===== src/rtl/axi_lite_master_bridge.sv =====
// AXI4-Lite master bridge: one native request at a time onto AW/W/B or AR/R,
// with an optional response timeout that still drains the AXI side legally.
module axi_lite_master_bridge #(
  parameter int unsigned ADDR_WIDTH     = 32,
  parameter int unsigned DATA_WIDTH     = 32,
  parameter int unsigned STRB_WIDTH     = DATA_WIDTH / 8,
  parameter int unsigned PROT_WIDTH     = 3,
  parameter int unsigned RESP_WIDTH     = 2,
  parameter int unsigned TIMEOUT_CYCLES = 1024
) (
  input  logic                  aclk,
  input  logic                  arestn,
  input  logic                  req_valid,
  output logic                  req_ready,
  input  logic                  req_write,
  input  logic [ADDR_WIDTH-1:0] req_addr,
  input  logic [DATA_WIDTH-1:0] req_wdata,
  input  logic [STRB_WIDTH-1:0] req_wstrb,
  input  logic [PROT_WIDTH-1:0] req_prot,
  output logic                  rsp_valid,
  input  logic                  rsp_ready,
  output logic [DATA_WIDTH-1:0] rsp_rdata,
  output logic [RESP_WIDTH-1:0] rsp_resp,
  output logic                  rsp_timeout,
  output logic                  m_axi_awvalid,
  input  logic                  m_axi_awready,
  output logic [ADDR_WIDTH-1:0] m_axi_awaddr,
  output logic [PROT_WIDTH-1:0] m_axi_awprot,
  output logic                  m_axi_wvalid,
  input  logic                  m_axi_wready,
  output logic [DATA_WIDTH-1:0] m_axi_wdata,
  output logic [STRB_WIDTH-1:0] m_axi_wstrb,
  input  logic                  m_axi_bvalid,
  output logic                  m_axi_bready,
  input  logic [RESP_WIDTH-1:0] m_axi_bresp,
  output logic                  m_axi_arvalid,
  input  logic                  m_axi_arready,
  output logic [ADDR_WIDTH-1:0] m_axi_araddr,
  output logic [PROT_WIDTH-1:0] m_axi_arprot,
  input  logic                  m_axi_rvalid,
  output logic                  m_axi_rready,
  input  logic [DATA_WIDTH-1:0] m_axi_rdata,
  input  logic [RESP_WIDTH-1:0] m_axi_rresp
);

  localparam int unsigned CNT_W = (TIMEOUT_CYCLES > 0) ? $clog2(TIMEOUT_CYCLES + 1) : 1;
  localparam logic [RESP_WIDTH-1:0] RESP_SLVERR = RESP_WIDTH'(2);

  typedef enum logic [2:0] {IDLE, WR_REQ, WR_RESP, RD_REQ, RD_RESP, RSP, DRAIN} state_e;

  state_e                state_q, state_d;
  logic                  req_ready_q, req_ready_d;
  logic                  awvalid_q, awvalid_d, wvalid_q, wvalid_d, arvalid_q, arvalid_d;
  logic                  bready_q, bready_d, rready_q, rready_d;
  logic [ADDR_WIDTH-1:0] addr_q, addr_d;
  logic [DATA_WIDTH-1:0] wdata_q, wdata_d;
  logic [STRB_WIDTH-1:0] wstrb_q, wstrb_d;
  logic [PROT_WIDTH-1:0] prot_q, prot_d;
  logic                  rsp_valid_q, rsp_valid_d, rsp_timeout_q, rsp_timeout_d;
  logic [DATA_WIDTH-1:0] rsp_rdata_q, rsp_rdata_d;
  logic [RESP_WIDTH-1:0] rsp_resp_q, rsp_resp_d;
  logic                  is_wr_q, is_wr_d, drain_rsp_q, drain_rsp_d;
  logic                  set_to;

  logic aw_hs_c, w_hs_c, ar_hs_c, b_hs_c, r_hs_c, rsp_hs_c, busy_c, to_hit_c;

  assign aw_hs_c  = awvalid_q & m_axi_awready;
  assign w_hs_c   = wvalid_q & m_axi_wready;
  assign ar_hs_c  = arvalid_q & m_axi_arready;
  assign b_hs_c   = bready_q & m_axi_bvalid;
  assign r_hs_c   = rready_q & m_axi_rvalid;
  assign rsp_hs_c = rsp_valid_q & rsp_ready;
  assign busy_c   = (state_q == WR_REQ) || (state_q == WR_RESP) ||
                    (state_q == RD_REQ) || (state_q == RD_RESP);

  // Counter holds cycles elapsed since acceptance; it freezes once outside the busy states.
  if (TIMEOUT_CYCLES > 0) begin : g_timeout
    logic [CNT_W-1:0] cnt_q, cnt_d;

    always_comb begin
      cnt_d = cnt_q;
      if (state_q == IDLE && state_d != IDLE) cnt_d = CNT_W'(1);
      else if (busy_c)                        cnt_d = cnt_q + CNT_W'(1);
      else if (state_d == IDLE)               cnt_d = '0;
    end

    always_ff @(posedge aclk or negedge arestn) begin
      if (!arestn) cnt_q <= '0;
      else         cnt_q <= cnt_d;
    end

    assign to_hit_c = busy_c && (cnt_q >= CNT_W'(TIMEOUT_CYCLES - 1));
  end else begin : g_no_timeout
    assign to_hit_c = 1'b0;
  end

  always_comb begin
    state_d       = state_q;
    req_ready_d   = req_ready_q;
    awvalid_d     = awvalid_q;
    wvalid_d      = wvalid_q;
    arvalid_d     = arvalid_q;
    bready_d      = bready_q;
    rready_d      = rready_q;
    addr_d        = addr_q;
    wdata_d       = wdata_q;
    wstrb_d       = wstrb_q;
    prot_d        = prot_q;
    rsp_valid_d   = rsp_valid_q;
    rsp_rdata_d   = rsp_rdata_q;
    rsp_resp_d    = rsp_resp_q;
    rsp_timeout_d = rsp_timeout_q;
    is_wr_d       = is_wr_q;
    drain_rsp_d   = drain_rsp_q;
    set_to        = 1'b0;

    case (state_q)
      IDLE: begin
        if (req_valid && req_ready_q) begin
          req_ready_d = 1'b0;
          addr_d      = req_addr;
          prot_d      = req_prot;
          is_wr_d     = req_write;
          if (req_write) begin
            wdata_d   = req_wdata;
            wstrb_d   = req_wstrb;
            awvalid_d = 1'b1;
            wvalid_d  = 1'b1;
            state_d   = WR_REQ;
          end else begin
            arvalid_d = 1'b1;
            state_d   = RD_REQ;
          end
        end
      end
      WR_REQ: begin
        if (aw_hs_c) awvalid_d = 1'b0;
        if (w_hs_c)  wvalid_d  = 1'b0;
        if (to_hit_c) set_to = 1'b1;
        else if (!awvalid_d && !wvalid_d) begin
          bready_d = 1'b1;
          state_d  = WR_RESP;
        end
      end
      WR_RESP: begin
        if (b_hs_c) begin
          bready_d      = 1'b0;
          rsp_valid_d   = 1'b1;
          rsp_resp_d    = m_axi_bresp;
          rsp_rdata_d   = '0;
          rsp_timeout_d = 1'b0;
          state_d       = RSP;
        end else if (to_hit_c) set_to = 1'b1;
      end
      RD_REQ: begin
        if (ar_hs_c) arvalid_d = 1'b0;
        if (to_hit_c) set_to = 1'b1;
        else if (ar_hs_c) begin
          rready_d = 1'b1;
          state_d  = RD_RESP;
        end
      end
      RD_RESP: begin
        if (r_hs_c) begin
          rready_d      = 1'b0;
          rsp_valid_d   = 1'b1;
          rsp_resp_d    = m_axi_rresp;
          rsp_rdata_d   = m_axi_rdata;
          rsp_timeout_d = 1'b0;
          state_d       = RSP;
        end else if (to_hit_c) set_to = 1'b1;
      end
      RSP: begin
        if (rsp_hs_c) begin
          rsp_valid_d = 1'b0;
          req_ready_d = 1'b1;
          state_d     = IDLE;
        end
      end
      DRAIN: begin
        // Finish outstanding address/data handshakes, then swallow the late response.
        if (aw_hs_c) awvalid_d = 1'b0;
        if (w_hs_c)  wvalid_d  = 1'b0;
        if (ar_hs_c) arvalid_d = 1'b0;
        if (b_hs_c || r_hs_c) begin
          drain_rsp_d = 1'b0;
          bready_d    = 1'b0;
          rready_d    = 1'b0;
        end else if (!awvalid_d && !wvalid_d && !arvalid_d && drain_rsp_q) begin
          bready_d = is_wr_q;
          rready_d = !is_wr_q;
        end
        if (rsp_hs_c) rsp_valid_d = 1'b0;
        if (!awvalid_d && !wvalid_d && !arvalid_d && !drain_rsp_d && !rsp_valid_d) begin
          req_ready_d = 1'b1;
          state_d     = IDLE;
        end
      end
      default: state_d = IDLE;
    endcase

    if (set_to) begin
      rsp_valid_d   = 1'b1;
      rsp_timeout_d = 1'b1;
      rsp_resp_d    = RESP_SLVERR;
      rsp_rdata_d   = '0;
      drain_rsp_d   = 1'b1;
      state_d       = DRAIN;
    end
  end

  always_ff @(posedge aclk or negedge arestn) begin
    if (!arestn) begin
      state_q       <= IDLE;
      req_ready_q   <= 1'b1;
      awvalid_q     <= 1'b0;
      wvalid_q      <= 1'b0;
      arvalid_q     <= 1'b0;
      bready_q      <= 1'b0;
      rready_q      <= 1'b0;
      addr_q        <= '0;
      wdata_q       <= '0;
      wstrb_q       <= '0;
      prot_q        <= '0;
      rsp_valid_q   <= 1'b0;
      rsp_rdata_q   <= '0;
      rsp_resp_q    <= '0;
      rsp_timeout_q <= 1'b0;
      is_wr_q       <= 1'b0;
      drain_rsp_q   <= 1'b0;
    end else begin
      state_q       <= state_d;
      req_ready_q   <= req_ready_d;
      awvalid_q     <= awvalid_d;
      wvalid_q      <= wvalid_d;
      arvalid_q     <= arvalid_d;
      bready_q      <= bready_d;
      rready_q      <= rready_d;
      addr_q        <= addr_d;
      wdata_q       <= wdata_d;
      wstrb_q       <= wstrb_d;
      prot_q        <= prot_d;
      rsp_valid_q   <= rsp_valid_d;
      rsp_rdata_q   <= rsp_rdata_d;
      rsp_resp_q    <= rsp_resp_d;
      rsp_timeout_q <= rsp_timeout_d;
      is_wr_q       <= is_wr_d;
      drain_rsp_q   <= drain_rsp_d;
    end
  end

  assign req_ready     = req_ready_q;
  assign rsp_valid     = rsp_valid_q;
  assign rsp_rdata     = rsp_rdata_q;
  assign rsp_resp      = rsp_resp_q;
  assign rsp_timeout   = (TIMEOUT_CYCLES > 0) ? rsp_timeout_q : 1'b0;
  assign m_axi_awvalid = awvalid_q;
  assign m_axi_awaddr  = addr_q;
  assign m_axi_awprot  = prot_q;
  assign m_axi_wvalid  = wvalid_q;
  assign m_axi_wdata   = wdata_q;
  assign m_axi_wstrb   = wstrb_q;
  assign m_axi_bready  = bready_q;
  assign m_axi_arvalid = arvalid_q;
  assign m_axi_araddr  = addr_q;
  assign m_axi_arprot  = prot_q;
  assign m_axi_rready  = rready_q;

endmodule


===== config.mk =====
export PLATFORM = sky130hd
export DESIGN_NAME = axi_lite_master_bridge
export DESIGN_NICKNAME = d
export VERILOG_FILES = /design/src/rtl/axi_lite_master_bridge.sv
export SDC_FILE = /design/constraint.sdc
export NUM_CORES = 1
export LEC_CHECK = 0
export ABC_CLOCK_PERIOD_IN_PS = 4100
export BUFFER_PORTS_ARGS = -buffer_cell sky130_fd_sc_hd__buf_4
export CAP_MARGIN = 30
export CORE_ASPECT_RATIO = 1.5
export CORE_MARGIN = 2
export CORE_UTILIZATION = 37
export CTS_CLUSTER_SIZE = 24
export DETAILED_ROUTE_END_ITERATION = 10
export PLACE_DENSITY = 0.66
export RECOVER_POWER = 100
export SLEW_MARGIN = 15
export SYNTH_ARGS = -nofsm -noshare
export SYNTH_HDL_FRONTEND = slang
export SYNTH_SLANG_ARGS = --single-unit

===== constraint.sdc =====
create_clock -name aclk -period 4.1 [get_ports aclk]
set_input_delay 1.23 -clock aclk [delete_from_list [all_inputs] [get_ports aclk]]
set_output_delay 1.23 -clock aclk [all_outputs]
set_load 0.01 [all_outputs]

# Word level (Yosys, flattened, before mapping)
# Index checks and enable logic that the tools add are counted.
[word_totals]
regBits = 129
input_bits = 117
out_inout_bits = 148
[op_classes]
add_sub_neg = 1
n_lt_le_gt_ge = 1
eq_ne = 20
mux = 70
n_bitwise = 6
reduce_logical = 43
[ops]
columns = ["op", "count"]
rows = [
  ["2-to-1 mux 32 bit", 3],
  ["case mux 32 bit (2 select lines)", 1],
  ["2-to-1 mux 1 bit", 38],
  ["2-to-1 mux 11 bit", 3],
  ["2-to-1 mux 3 bit", 10],
  ["nonzero test 3 bit", 8],
  ["case mux 1 bit (3 select lines)", 7],
  ["case mux 3 bit (7 select lines)", 1],
  ["inequality test 2 bit, second input constant", 9],
  ["AND reduction 3 bit", 5],
  ["adder 11 x 1 -> 11 bit, second input constant", 1],
  [">= comparator 11 x 10 -> 1 bit, second input constant", 1],
  ["AND reduction 5 bit", 2],
  ["== test 3 bit, second input constant", 3],
  ["logical AND 1 bit", 9],
  ["inequality test 3 bit, second input constant", 3],
  ["logical NOT 1 bit", 8],
  ["2-to-1 mux 2 bit", 4],
  ["AND 1 bit", 6],
  ["== test 3 x 2 -> 1 bit, second input constant", 2],
  ["logical NOT 3 bit", 2],
  ["nonzero test 5 bit", 1],
  ["logical OR 1 bit", 4],
  ["inequality test 2 x 1 -> 1 bit, second input constant", 2],
  ["8 further kinds", 8],
]

# Depth between registers and ports, before layout
# Gate-level depths: netlist of the first run.
[depth]
word_depth = 15
mapped_depth = 7

# Worst setup path before layout of the first run
# No wires, ideal clock.
[synth_path]
kind = "input to register"
startpoint = "input port req_valid"
endpoint = "register wdata_q[26], in the netlist m_axi_wdata[26]"
setup_ns = 0.125
arrival_ns = 2.254
required_time_ns = 3.975
path_slack_ns = 1.721
cell_stages = 6
n_path_buf = 3
cell_sequence = "and4_1 -> buf_4 -> nand2_1 -> buf_4 -> buf_6 -> mux2_2"
[synth_via]
elab_chain_len = 2
[synth_lines]
columns = ["item", "line_no", "text"]
rows = [
  ["from (decl)", "13", "input logic req_valid,"],
  ["logical AND 1 bit", "119", "if (req_valid && req_ready_q) begin"],
  ["AND reduction 3 bit (no source line)", "n/a", ""],
  ["to (signal assigned)", "240", "wdata_q <= wdata_d;"],
  ["to (decl)", "56", "logic [DATA_WIDTH-1:0] wdata_q, wdata_d;"],
]
# Every way passes these cells.
# A chain may end at the register's enable or synchronous reset.

# Worst setup path in the final report of the first run
[layout_path]
startpoint = "register state_q[2]"
endpoint = "register wdata_q[10], in the netlist m_axi_wdata[10]"
[layout_via]
elab_chain_len = 2
[layout_lines]
columns = ["item", "line_no", "text"]
rows = [
  ["from (decl)", "51", "state_e state_q, state_d;"],
  ["from (signal assigned)", "232", "state_q <= state_d;"],
  ["logical NOT 3 bit", "117", "case (state_q)"],
  ["AND reduction 3 bit (no source line)", "n/a", ""],
]
# Every way passes these cells.

==> results of run 1 <==
logic make-up after synthesis:
group           Yosys count  share of synthesized area
fa+ha+maj                 1                    0.00223
compound gates           92                      0.129
mux                      39                     0.0779
flops                   129                      0.575
simple gates            180                      0.136
buf+inv                  67                     0.0768
xor+xnor                  2                    0.00312
stage by stage:
step	instances	instance area [µm²]	utilization	setup WS [ns]	hold WS, ns
floorplan	510	5620	-	1.72	0.469
global placement	921	7510	0.501	1.35	0.482
detailed placement	921	7510	0.501	1.30	0.483
CTS	952	8110	0.541	1.65	0.497
global route	953	7530	0.502	0.918	0.508
finish	953	7530	0.502	1.14	0.488
state kept, by name, summed over array words and instances (netlist names), 2 cells and up:
name / cells
rsp_rdata: 32
g_timeout.cnt_q: 11
m_axi_arprot: 3
m_axi_wstrb: 4
m_axi_araddr: 32
rsp_resp: 2
m_axi_wdata: 32
state_q: 3
power by group:
part | leakage, nW | internal (W) | switching (W)
logic | 1.74 | 0.000880 | 0.00125
clock network | 0.290 | 0.000972 | 0.000552
registers | 1.65 | 0.00182 | 0.000440
total | 3.68 | 0.00367 | 0.00224
layout by cell type, fill, tap and decap left out, types with 2 or more instances in the layout:
cell,synthesis,final
sky130_fd_sc_hd__nor2_1,12,13
sky130_fd_sc_hd__dfrtp_1,128,128
sky130_fd_sc_hd__buf_4,38,118
sky130_fd_sc_hd__clkbuf_4,0,2
sky130_fd_sc_hd__nor4_1,2,2
sky130_fd_sc_hd__nand4_1,5,5
sky130_fd_sc_hd__clkinvlp_4,0,2
sky130_fd_sc_hd__nor3_1,4,4
sky130_fd_sc_hd__a22o_2,5,5
sky130_fd_sc_hd__a21oi_1,8,8
sky130_fd_sc_hd__nand2_1,135,135
sky130_fd_sc_hd__clkinv_2,0,2
sky130_fd_sc_hd__o2111ai_1,2,2
sky130_fd_sc_hd__xnor2_1,2,2
sky130_fd_sc_hd__clkinv_4,0,3
sky130_fd_sc_hd__a22o_1,30,30
sky130_fd_sc_hd__o21ai_0,17,17
sky130_fd_sc_hd__o211ai_1,3,3
sky130_fd_sc_hd__clkbuf_1,8,151
sky130_fd_sc_hd__nand2b_1,5,5
sky130_fd_sc_hd__clkbuf_16,0,17
sky130_fd_sc_hd__mux2_2,37,37
sky130_fd_sc_hd__nand3_1,6,6
sky130_fd_sc_hd__bufinv_16,0,3
sky130_fd_sc_hd__a22oi_1,2,2
sky130_fd_sc_hd__and3_1,2,2
sky130_fd_sc_hd__inv_1,8,8
sky130_fd_sc_hd__a31oi_1,7,7
sky130_fd_sc_hd__inv_6,0,2
sky130_fd_sc_hd__o31ai_1,3,3
worst min path at each step:
stage,from,endpoint,slack [ns],cells past startpoint
after CTS,rsp_timeout,rsp_timeout,0.50,2
after global placement,rsp_timeout,rsp_timeout,0.48,2
after detailed placement,rsp_timeout,rsp_timeout,0.48,2
after global routing,rsp_rdata[10],rsp_rdata[10],0.51,1
after floorplan,is_wr_q,is_wr_q,0.47,2
final,rsp_timeout,rsp_timeout,0.49,2
metal layers:
metal  wire length, µm  track usage  up-vias  part of all wire
met3               982       0.0599       25             0.063
met1              6380        0.238     2288              0.41
met2              7760        0.312      194              0.50
met5                 0            0        -                 0
met4               350       0.0756        0             0.023
li1                  -            -     2196                 -
worst max-delay path, cell delays in order (launching register included):
cell and delay [ns]:
sky130_fd_sc_hd__dfrtp_1 0.60, sky130_fd_sc_hd__clkinv_1 0.36, sky130_fd_sc_hd__and4_1 0.27, sky130_fd_sc_hd__nand2_1 1.14, sky130_fd_sc_hd__mux2_2 0.44
final cells by class:
type	instances	area, µm²	area share
Clock buffer	19	443	0.0588
Sequential cell	129	3230	0.429
Timing Repair Buffer	271	1470	0.195
Multi-Input combinational cell	314	1950	0.259
Inverter	9	33.8	0.00448
Tap cell	199	249	0.0331
Clock inverter	12	159	0.0211
==> results.txt, run 1 <==
* Run status: finished, violations left
- Violations in the final reports: capacitance limit, slew limit
* Max Freq: roughly 340 MHz
- Start of the worst register-to-register path: state_q[2]
- At the pin with the least slew margin, the transition time is 1.60 ns.
- The final count of pins violating max slew is 140.
* Fraction of the yosys area taken by sequential cells: 0.575
* Total Negative Setup Slacks: 0 ns
* Worst Setup End Kind: register
- In the final routed layout, each cell accounts on average for ~16 µm.
- Die Y: about 150 µm
* Period minus WS final: around 3.0 ns
* Maximum buffer depth of the clock tree: 2
* CTS H-tree depth: 4
* Cell with the most instances after synthesis: sky130_fd_sc_hd__nand2_1
- Critical path data arrival time: between 3 and 4 ns
- Area share of the largest cell type after synthesis: 0.570
- Clock latency on the worst-skew pair, taken at its later pin, is about 0.41 ns.
* Leading cell types by total area after synthesis: sky130_fd_sc_hd__dfrtp_1 (57%), sky130_fd_sc_hd__nand2_1 (9.0%), sky130_fd_sc_hd__mux2_2 (7.4%), sky130_fd_sc_hd__buf_4 (5.1%), sky130_fd_sc_hd__a22o_1 (4.7%)
- Synth cell types: 55
- Startpoint type of the worst setup path: register
- Worst IR drop on VDD: ~340 µV
* Required time of the worst setup path: ~4.4 ns
- Lkg Pwr: ~3.7 nW
* Endpoint of the worst-slack reg-to-reg timing path: m_axi_wdata[10]
- The worst setup path is of the reg -> reg kind.
- Top cell types by occurrence after synthesis: sky130_fd_sc_hd__nand2_1 (135), sky130_fd_sc_hd__dfrtp_1 (128), sky130_fd_sc_hd__buf_4 (38)
* Global route overflow: 0
- After the first detailed-routing iteration, the DRC count stood at between 150 and 200.
- The core region is 15,000 µm².
- In this run, synthesis produced a sequential element count of ~130.
- CTS placed an instance of sky130_fd_sc_hd__clkbuf_16 at the clock tree root.
- For this design the ratio of total power to cell area is about 780 nW/µm².
- Power, Total: 0.00591 W
- RSZ-0062 raised after global routing: false
* Inserted Clock Buffers: 17
* Resized cells post-CTS: 0
- Detailed placement ended at an HPWL of approximately 11 mm.
* Floorplan die width: 105 µm
- For this configuration, the core starts out at a cell density of 0.375.
- Clock-pin slew was measured on the worst setup and hold paths at 0.06 ns.
- Tracing the worst setup path back leads to its startpoint at state_q[2].
- The first TritonRoute pass finished after 4 iterations.
- Via count: roughly 4,700
- Post-Syn Area: approximately 5600 µm²
- Filler cell count: 1,533
- The die covers roughly 16,000 µm².
- Async set-or-reset flop fraction in the synthesized netlist: 1.00
- Number of max-cap violations: 3
* Count of hold buffers inserted by post-cts repair: 0
- Setup violations remaining at the end of the flow were counted as 0.
- Mapped Nets: 628
- Across the routed clock network, the largest skew measured is approximately 0.0077 ns.
* Net count, final: 860
- Gate count after technology mapping: 510
- Share of the clock period used by the worst path: 0.722
- TritonCTS built the clock tree.
- Routability-driven placement finished with a final weighted congestion of a little under 0.9.
- Count of cells along the worst register-to-register path: 4
* Critical path destination: m_axi_wdata[10]
- Global routing usage summed across all routing layers: 0.191
* Ratio of routed vias to standard cells: slightly below 5
- Slack of the worst reg-to-reg path: 1.14 ns
- Buffers placed on the I/O ports in this run total 264.
- Number of global-route vias before repair: 4,746
* DRT Wirelength: ~15 mm
- The largest total area in the synthesized netlist belongs to sky130_fd_sc_hd__dfrtp_1.
- After detailed routing, the number of remaining DRC violations is 0.
* Pin count of the biggest net entering global routing: 63
- Post-detailed-route count of antenna-violating nets: 0
- Averaged over all synthesized cells, the footprint is 11.0 µm².
- Warnings from Yosys: 0
- Io pins: around 270
- Final Hold Viols: 0
- In this run the worst hold path is classified as reg -> reg.
* Number of antenna violations at the first check in global routing: 0
- In this run the post-CTS setup repair buffer count came out at 0.
- Number of core rows: 55
* Area added between synthesis and finish: 34.1%
* Antenna cells: 0
* Slew Limit Headroom: -0.0698
- First-pass GRT wire length: between 20 and 25 mm
* Layout cells sized above 1: 0.267
* Number of clock sinks: 129
- Maximum net fanout on the critical path: 39
* Prevailing post-synth register cell: sky130_fd_sc_hd__dfrtp_1
- Post-synth EDFFs: 0
Power figures use the tool's default switching activity.
==> run 2, diff against run 1 <==
--- a/config.mk
+++ b/config.mk
@@ -5,7 +5,7 @@
 export SDC_FILE = /design/constraint.sdc
 export NUM_CORES = 1
 export LEC_CHECK = 0
-export ABC_CLOCK_PERIOD_IN_PS = 4100
+export ABC_CLOCK_PERIOD_IN_PS = 2700
 export BUFFER_PORTS_ARGS = -buffer_cell sky130_fd_sc_hd__buf_4
 export CAP_MARGIN = 30
 export CORE_ASPECT_RATIO = 1.5
@@ -13,7 +13,7 @@
 export CORE_UTILIZATION = 37
 export CTS_CLUSTER_SIZE = 24
 export DETAILED_ROUTE_END_ITERATION = 10
-export PLACE_DENSITY = 0.66
+export PLACE_DENSITY = 0.69
 export RECOVER_POWER = 100
 export SLEW_MARGIN = 15
 export SYNTH_ARGS = -nofsm -noshare
==> constraint.sdc (replaced) <==
create_clock -name aclk -period 2.7 [get_ports aclk]
set_input_delay 0.81 -clock aclk [delete_from_list [all_inputs] [get_ports aclk]]
set_output_delay 0.81 -clock aclk [all_outputs]
set_load 0.01 [all_outputs]
==> run 2 against run 1 <==
The run still ends with capacitance limit, slew limit left. Count of clock-buffer cells in the layout stayed put. Sequential power is 51% higher. Worst setup slack worse by 0.79 ns. Highest routed layer unchanged. Final cell count is 0.31% higher. Wire length is 1.4% lower. Clock skew is 0.00099 ns higher. Power is 52% higher. Design area hardly changed. Global-route usage is 0.78 points lower.
==> results.txt, run 2 (same netlist as run 1, synthesis figures left out) <==
- Number of global-route vias before repair: between 4,000 and 5,000
- The area growth from synthesis to layout is 34.2%.
- Buffers inserted by post-CTS timing repair: 0
- Across all layers, the routed design uses approximately 4,800 vias.
- Timing would allow up to 426 MHz.
* Most frequent standard cell in the layout excluding fill and tap cells: sky130_fd_sc_hd__clkbuf_1
- Run status: finished, violations left
* Net count, final: between 800 and 900
* Power density normalized to cell area: 1190 nW/µm²
- The internal portion of the total power is between 0.005 and 0.006 W.
- Inserted Clock Buffers: 17
* Io pins: ~270
- Final Hold Viols: 0
- Setup violations remaining at the end of the flow were counted as 0.
- Buffers inserted to repair hold after CTS numbered 0.
* Slack of the worst reg-to-reg path: between 0.3 and 0.4 ns
- Placeable core region: approximately 15,000 µm²
- For this configuration, the core starts out at a cell density of 0.375.
* Die footprint: between 15,000 and 20,000 µm²
- Required time of the worst setup path: 2.99 ns
* Share of the clock period used by the worst path: 0.870
* Non-filler instance count after layout: 956
* Clock Power Share: 0.258
* NetSw: ~0.0034 W
* Number of pins with negative max-slew slack in the final report: 69
- The floorplan has 55 rows.
- At the later pin of the worst-skew pair, clock insertion delay measures about 0.41 ns.
* Post-Route Skew: between 0.008 and 0.009 ns
* Switching part of the total: 0.383
- Origin of the worst min-delay path: rsp_timeout
* List of cells traversed by the critical path: clkinv_1 -> and4_1 -> nand2_1 -> clkbuf_4 -> mux2_2
* Ratio of routed vias to standard cells: between 4 and 5
- Per-cell routed wire length: 16.0 µm
* CTS H-tree depth: 4
- STA classifies the critical path startpoint as a register.
- The die is about 100 µm wide.
- Die Y: 155 µm
- Period minus WS final: ~2.3 ns
* Global routing usage summed across all routing layers: 0.184
- Longest individual stage delay on the worst path: 0.59 ns
- Counting cells, the worst reg-to-reg path comes to 5.
- The slowest stage of the critical path is the sky130_fd_sc_hd__dfrtp_1 cell.
- Global routing finished with a remaining overflow of 0.
- Commonest cells after routing, fill and taps aside: sky130_fd_sc_hd__clkbuf_1 (148), sky130_fd_sc_hd__nand2_1 (135), sky130_fd_sc_hd__dfrtp_1 (128), sky130_fd_sc_hd__buf_4 (122), sky130_fd_sc_hd__mux2_2 (37)
* DRC violation count after routing: 0
- The worst hold path terminates at rsp_timeout.
* Worst-margin pin slew: between 1.5 and 2 ns
- The clock net in this run drives a total of about 130 sinks.
* Power, Total: roughly 0.009 W
* HPWL after DPL: 11.2 mm
- Initial DRT Pass Iterations: 4
- Fraction of power consumed by sequential logic: 0.381
* RSZ-0062 raised after global routing: false
- The tool flagged a number of max-cap violations equal to 2.
- Part of the total power dissipated in combinational logic: 0.361
* Count of routing violations after the opening detailed-route iteration: between 200 and 250
- At the worst endpoint, the arrival time is 2.64 ns.
* Slew Limit Headroom: -0.100
- TritonCTS built the clock tree.
- Final hold slack: between 0.4 and 0.5 ns
- In this run the worst hold path is classified as reg -> reg.
* Layout cells sized above 1: 0.272
- The startpoint identified for the worst register-to-register timing path is state_q[2].
- DRT Wirelength: roughly 15 mm
- Number of antenna violations at the first check in global routing: 0
- Maximum net fanout on the critical path: 39
- Count of input and output buffers: 264
- The first global-routing pass estimated roughly 24 mm of wire.
- The checks that failed: capacitance limit, slew limit.
* GPL Wtd Cong: 0.912
* Endpoint of the worst-slack reg-to-reg timing path: m_axi_wdata[14]
* Category of the most critical setup path: reg -> reg
- Clock-pin slew was measured on the worst setup and hold paths at 0.06 ns.
* Antenna cells: 0
- The analysis attributes to cell leakage a power of about 3.7 nW.
- Post-detailed-route count of antenna-violating nets: 0
- Total Negative Setup Slacks: 0 ns
* Cells after DPL: 924
- Worst Setup End Kind: register
- Post-CTS repair changed the size of 0 cells.
* Maximum buffer depth of the clock tree: 2
- Root Driver: sky130_fd_sc_hd__clkbuf_16
- The worst-case IR drop observed on VDD is around 480 µV.
* Hold Path Cell Cnt: 2
* Pin count of the biggest net entering global routing: 69
## run 2: changes by cell type in the layout (fill, tap and decap cells not counted), moves of 2 or more
cell,delta
sky130_fd_sc_hd__clkinv_4,-2
sky130_fd_sc_hd__buf_4,+4
sky130_fd_sc_hd__clkbuf_1,-3
sky130_fd_sc_hd__inv_6,+2
sky130_fd_sc_hd__clkinvlp_4,+2
## run 2: per-layer routing
metal	routed length, µm	track usage	up-vias
li1	-	-	2207
met3	1060	0.0549	22
met4	318	0.0781	0
met5	0	0	-
met1	5960	0.213	2309
met2	7920	0.316	212
## run 2: power groups by stage
stage / combinational [W] / clock, W / sequential (W)
2_1_floorplan: 0.00203 / 0 / 0.00365
3_3_place_gp: 0.00401 / 0 / 0.00343
3_5_place_dp: 0.00409 / 0 / 0.00348
4_1_cts: 0.00410 / 0.00238 / 0.00345
5_1_grt: 0.00358 / 0.00247 / 0.00353
6_report: 0.00325 / 0.00232 / 0.00342
## run 2: area by class of cell
class	count	area (µm²)
fill	1483	7460
sequential	129	3230
multi-input combinational	314	1930
timing repair buffer	273	1490
clock buffer	19	453
tap	199	249
clock inverter	13	150
inverter	9	33.8
## run 2: worst max-delay path by stage
| stage | from | endpoint | slack, ns | depth (start not counted) |
|---|---|---|---|---|
| final | state_q[2] | m_axi_wdata[14] | 0.35 | 5 |
| after global routing | g_timeout.cnt_q[7] | rsp_resp[0] | 0.14 | 5 |
| after CTS | state_q[1] | rsp_resp[0] | 0.42 | 5 |
| after detailed placement | m_axi_bvalid | rsp_resp[0] | 0.30 | 6 |
| after global placement | m_axi_bvalid | rsp_resp[0] | 0.35 | 6 |
| after floorplan | req_valid | m_axi_wdata[26] | 0.74 | 6 |
## run 2: through the flow
stage	setup slack, ns	cell area, µm²	utilization
after floorplan	0.741	5620	-
after global placement	0.354	7560	0.504
after detailed placement	0.301	7560	0.504
after CTS	0.421	8160	0.544
after global routing	0.141	7540	0.503
final	0.351	7540	0.503
## run 2: worst max-delay path, delay by kind of cell (launching register included)
kind,cells,cell delay [ns]
buffers and inverters,2,0.79
DFF,1,0.59
muxes,1,0.40
and+or+nand+nor,2,0.43
==> run 3, diff against run 2 <==
--- a/config.mk
+++ b/config.mk
@@ -9,7 +9,6 @@
 export BUFFER_PORTS_ARGS = -buffer_cell sky130_fd_sc_hd__buf_4
 export CAP_MARGIN = 30
 export CORE_ASPECT_RATIO = 1.5
-export CORE_MARGIN = 2
 export CORE_UTILIZATION = 37
 export CTS_CLUSTER_SIZE = 24
 export DETAILED_ROUTE_END_ITERATION = 10
==> run 3 against run 2 <==
The flow now finishes without violations. Critical path type unchanged. Final cell count unchanged. Fmax decreased by 1.7%. Global-route usage increased by 0.46 points. Highest routed layer unchanged.
==> results.txt, run 3 (same netlist as run 1, synthesis figures left out) <==
* Run status: complete, no violations
- Measured along the y axis, the die boundary spans between 150 and 200 µm.
* Number of clock sinks: approximately 130
- STA puts the critical path data required time at 2.99 ns.
- Start of the worst register-to-register path: state_q[1]
- Io pins: roughly 270
* Maximum net fanout on the critical path: 20
- Commonest cells after routing, fill and taps aside: sky130_fd_sc_hd__clkbuf_1 (149), sky130_fd_sc_hd__nand2_1 (135), sky130_fd_sc_hd__dfrtp_1 (128), sky130_fd_sc_hd__buf_4 (123), sky130_fd_sc_hd__mux2_2 (37)
- Share of the clock period used by the worst path: 0.885
- Leaving out fill and tap cells, the most frequent cell in the layout is sky130_fd_sc_hd__clkbuf_1.
* Post-detailed-route count of antenna-violating nets: 0
- Count of input and output buffers: roughly 260
- Layer carrying the most global-route usage: met2
- Root Driver: sky130_fd_sc_hd__clkbuf_16
- Count of hold buffers inserted by post-cts repair: 0
- Derived from the worst setup path, the maximum achievable clock frequency is between 400 and 500 MHz.
- Ratio of routed vias to standard cells: approximately 5.0
- Layout cells sized above 1: 0.275
- Met3 layer usage reported by global route: 0.0476
* Buffers inserted by post-CTS timing repair: 0
* Startpoint type of the worst setup path: register
* Levels on crit path: 5
- Clock latency on the worst-skew pair, taken at its later pin, is ~0.40 ns.
* CTS H-tree depth: 4
* Pin count of the biggest net entering global routing: between 40 and 50
- Dividing the detail-routed wire length by the instance count gives 15.8 µm.
* Initial DRT Pass Iterations: 4
* Post-Route Skew: approximately 0.011 ns
- Die footprint: between 15,000 and 20,000 µm²
* Global route overflow: 0
* Multi-input logic area: 1940 µm²
* Power, Total: around 0.009 W
* Endpoint of the worst-slack reg-to-reg timing path: rsp_resp[0]
- Launch point of the worst path: state_q[1]
- The initial antenna violation count was 0.
- Resized cells post-CTS: 0
* Critical path destination: rsp_resp[0]
- The critical path goes through nand2b_1 -> nor3_1 -> a211oi_4 -> buf_4 -> a22o_2.
- For this design the ratio of total power to cell area is around 1200 nW/µm².
- The congestion estimate from routability-driven global placement came to approximately 0.88.
* Number of pins with negative max-slew slack in the final report: 0
* Inserted Clock Buffers: 17
- Setup repair after global routing left no endpoint under its margin.
- Number of buffer and inverter stages on the critical path: 1
* Net count, final: between 800 and 900
- After clock tree synthesis, the clock-pin slew on the worst setup and hold paths is about 0.060 ns.
* Global routing usage summed across all routing layers: 0.188
- Longest individual stage delay on the worst path: ~0.65 ns
- Category of the most critical setup path: reg -> reg
- The min-delay analysis places its worst path in the category reg -> reg.
* Floorplan die width: approximately 100 µm
- Maximum buffer depth of the clock tree: 2
- Met2 Usage GRT: 0.322
* Worst Setup End Kind: register
- Count of cells along the worst register-to-register path: 5
- Antenna cells: 0
- Measured on the finished design, the core utilization comes to 0.517.
* Period minus WS final: between 2 and 2.5 ns
- Slack of the worst reg-to-reg path: slightly above 0.3 ns
- Data on the critical path arrives at its endpoint at ~2.7 ns.
- Placeable core region: 14,700 µm²
- Relative to the synthesized area, the layout overhead comes to 35.0%.
- Worst IR drop on VDD: roughly 550 µV
* Number of core rows: 54
- Setup violations, final: 0
* Slowest cell on the critical path: sky130_fd_sc_hd__dfrtp_1
- Total Negative Setup Slacks: 0 ns
* First-pass GRT wire length: about 23 mm
- Final Hold Viols: 0
- Summing over every cut layer, the via total after detailed routing is approximately 4,700.
* Area taken by flip-flops and latches: 3230 µm²
* Filler cell count: 1,444
- Number of max-cap violations: 0
- Met1 usage in global routing: 0.223
- DRC violation count after routing: 0
- Summed over all nets, the half-perimeter wirelength after detailed placement is 11.1 mm.
- Initial core utilization: 0.383
- After the first detailed-routing iteration, the DRC count stood at between 150 and 200.
* Clock tree from TritonCTS: yes
- DRT Wirelength: 15.1 mm
* Worst-margin pin slew: ~1.1 ns
* Lkg Pwr: between 3 and 4 nW
- Broken down by cell family, the worst path's largest delay share belongs to simple AND/OR/NAND/NOR gates.
- Number of global-route vias before repair: approximately 4,600
* Slew Limit Headroom: 0.235
## run 3: cell types whose count changed in the layout (fill, tap and decap cells not counted), moves of 2 or more
| cell | change |
|---|---|
| sky130_fd_sc_hd__clkinvlp_4 | -2 |
| sky130_fd_sc_hd__inv_6 | +2 |
| sky130_fd_sc_hd__buf_12 | +2 |
| sky130_fd_sc_hd__clkbuf_8 | -2 |
## run 3: routing by layer
layer  wire length [µm]  up-vias
met5                  0        -
li1                   -     2216
met4                310        0
met2               7790      210
met3               1010       20
met1               5980     2287
## run 3: worst register-to-register path: stages, from the launching register on
cell and delay [ns]:
sky130_fd_sc_hd__dfrtp_1 0.65, sky130_fd_sc_hd__nand2b_1 0.28, sky130_fd_sc_hd__nor3_1 0.56, sky130_fd_sc_hd__a211oi_4 0.23, sky130_fd_sc_hd__buf_4 0.30, sky130_fd_sc_hd__a22o_2 0.27
## run 3: worst min path at each step
stage / to / start / slack (ns) / depth (start not counted)
2_1_floorplan: is_wr_q / is_wr_q / 0.47 / 2
3_3_place_gp: rsp_timeout / rsp_timeout / 0.47 / 2
3_5_place_dp: rsp_timeout / rsp_timeout / 0.47 / 2
4_1_cts: rsp_rdata[9] / arestn / 0.43 / 1
5_1_grt: rsp_rdata[3] / rsp_rdata[3] / 0.51 / 1
6_report: rsp_timeout / rsp_timeout / 0.49 / 2
## run 3: cell type report
| type | instances | area share |
|---|---|---|
| sequential | 129 | 0.426 |
| multi-input combinational | 314 | 0.256 |
| timing repair buffer | 276 | 0.203 |
| clock buffer | 18 | 0.0566 |
| tap | 196 | 0.0323 |
| clock inverter | 14 | 0.0221 |
| inverter | 9 | 0.00445 |
## run 3: report_power, final
group | switching [W] | internal, W
Combinational | 0.00191 | 0.00137
Sequential | 0.000650 | 0.00276
Clock | 0.000904 | 0.00139
## run 3: per-stage QoR
stage	area (µm²)	hold WS, ns	setup slack (ns)	std cells
after global routing	7580	0.508	0.140	956
after global placement	7580	0.469	0.326	924
after detailed placement	7580	0.475	0.262	924
after CTS	8170	0.429	0.297	956
final	7580	0.487	0.311	956
after floorplan	5620	0.469	0.741	510
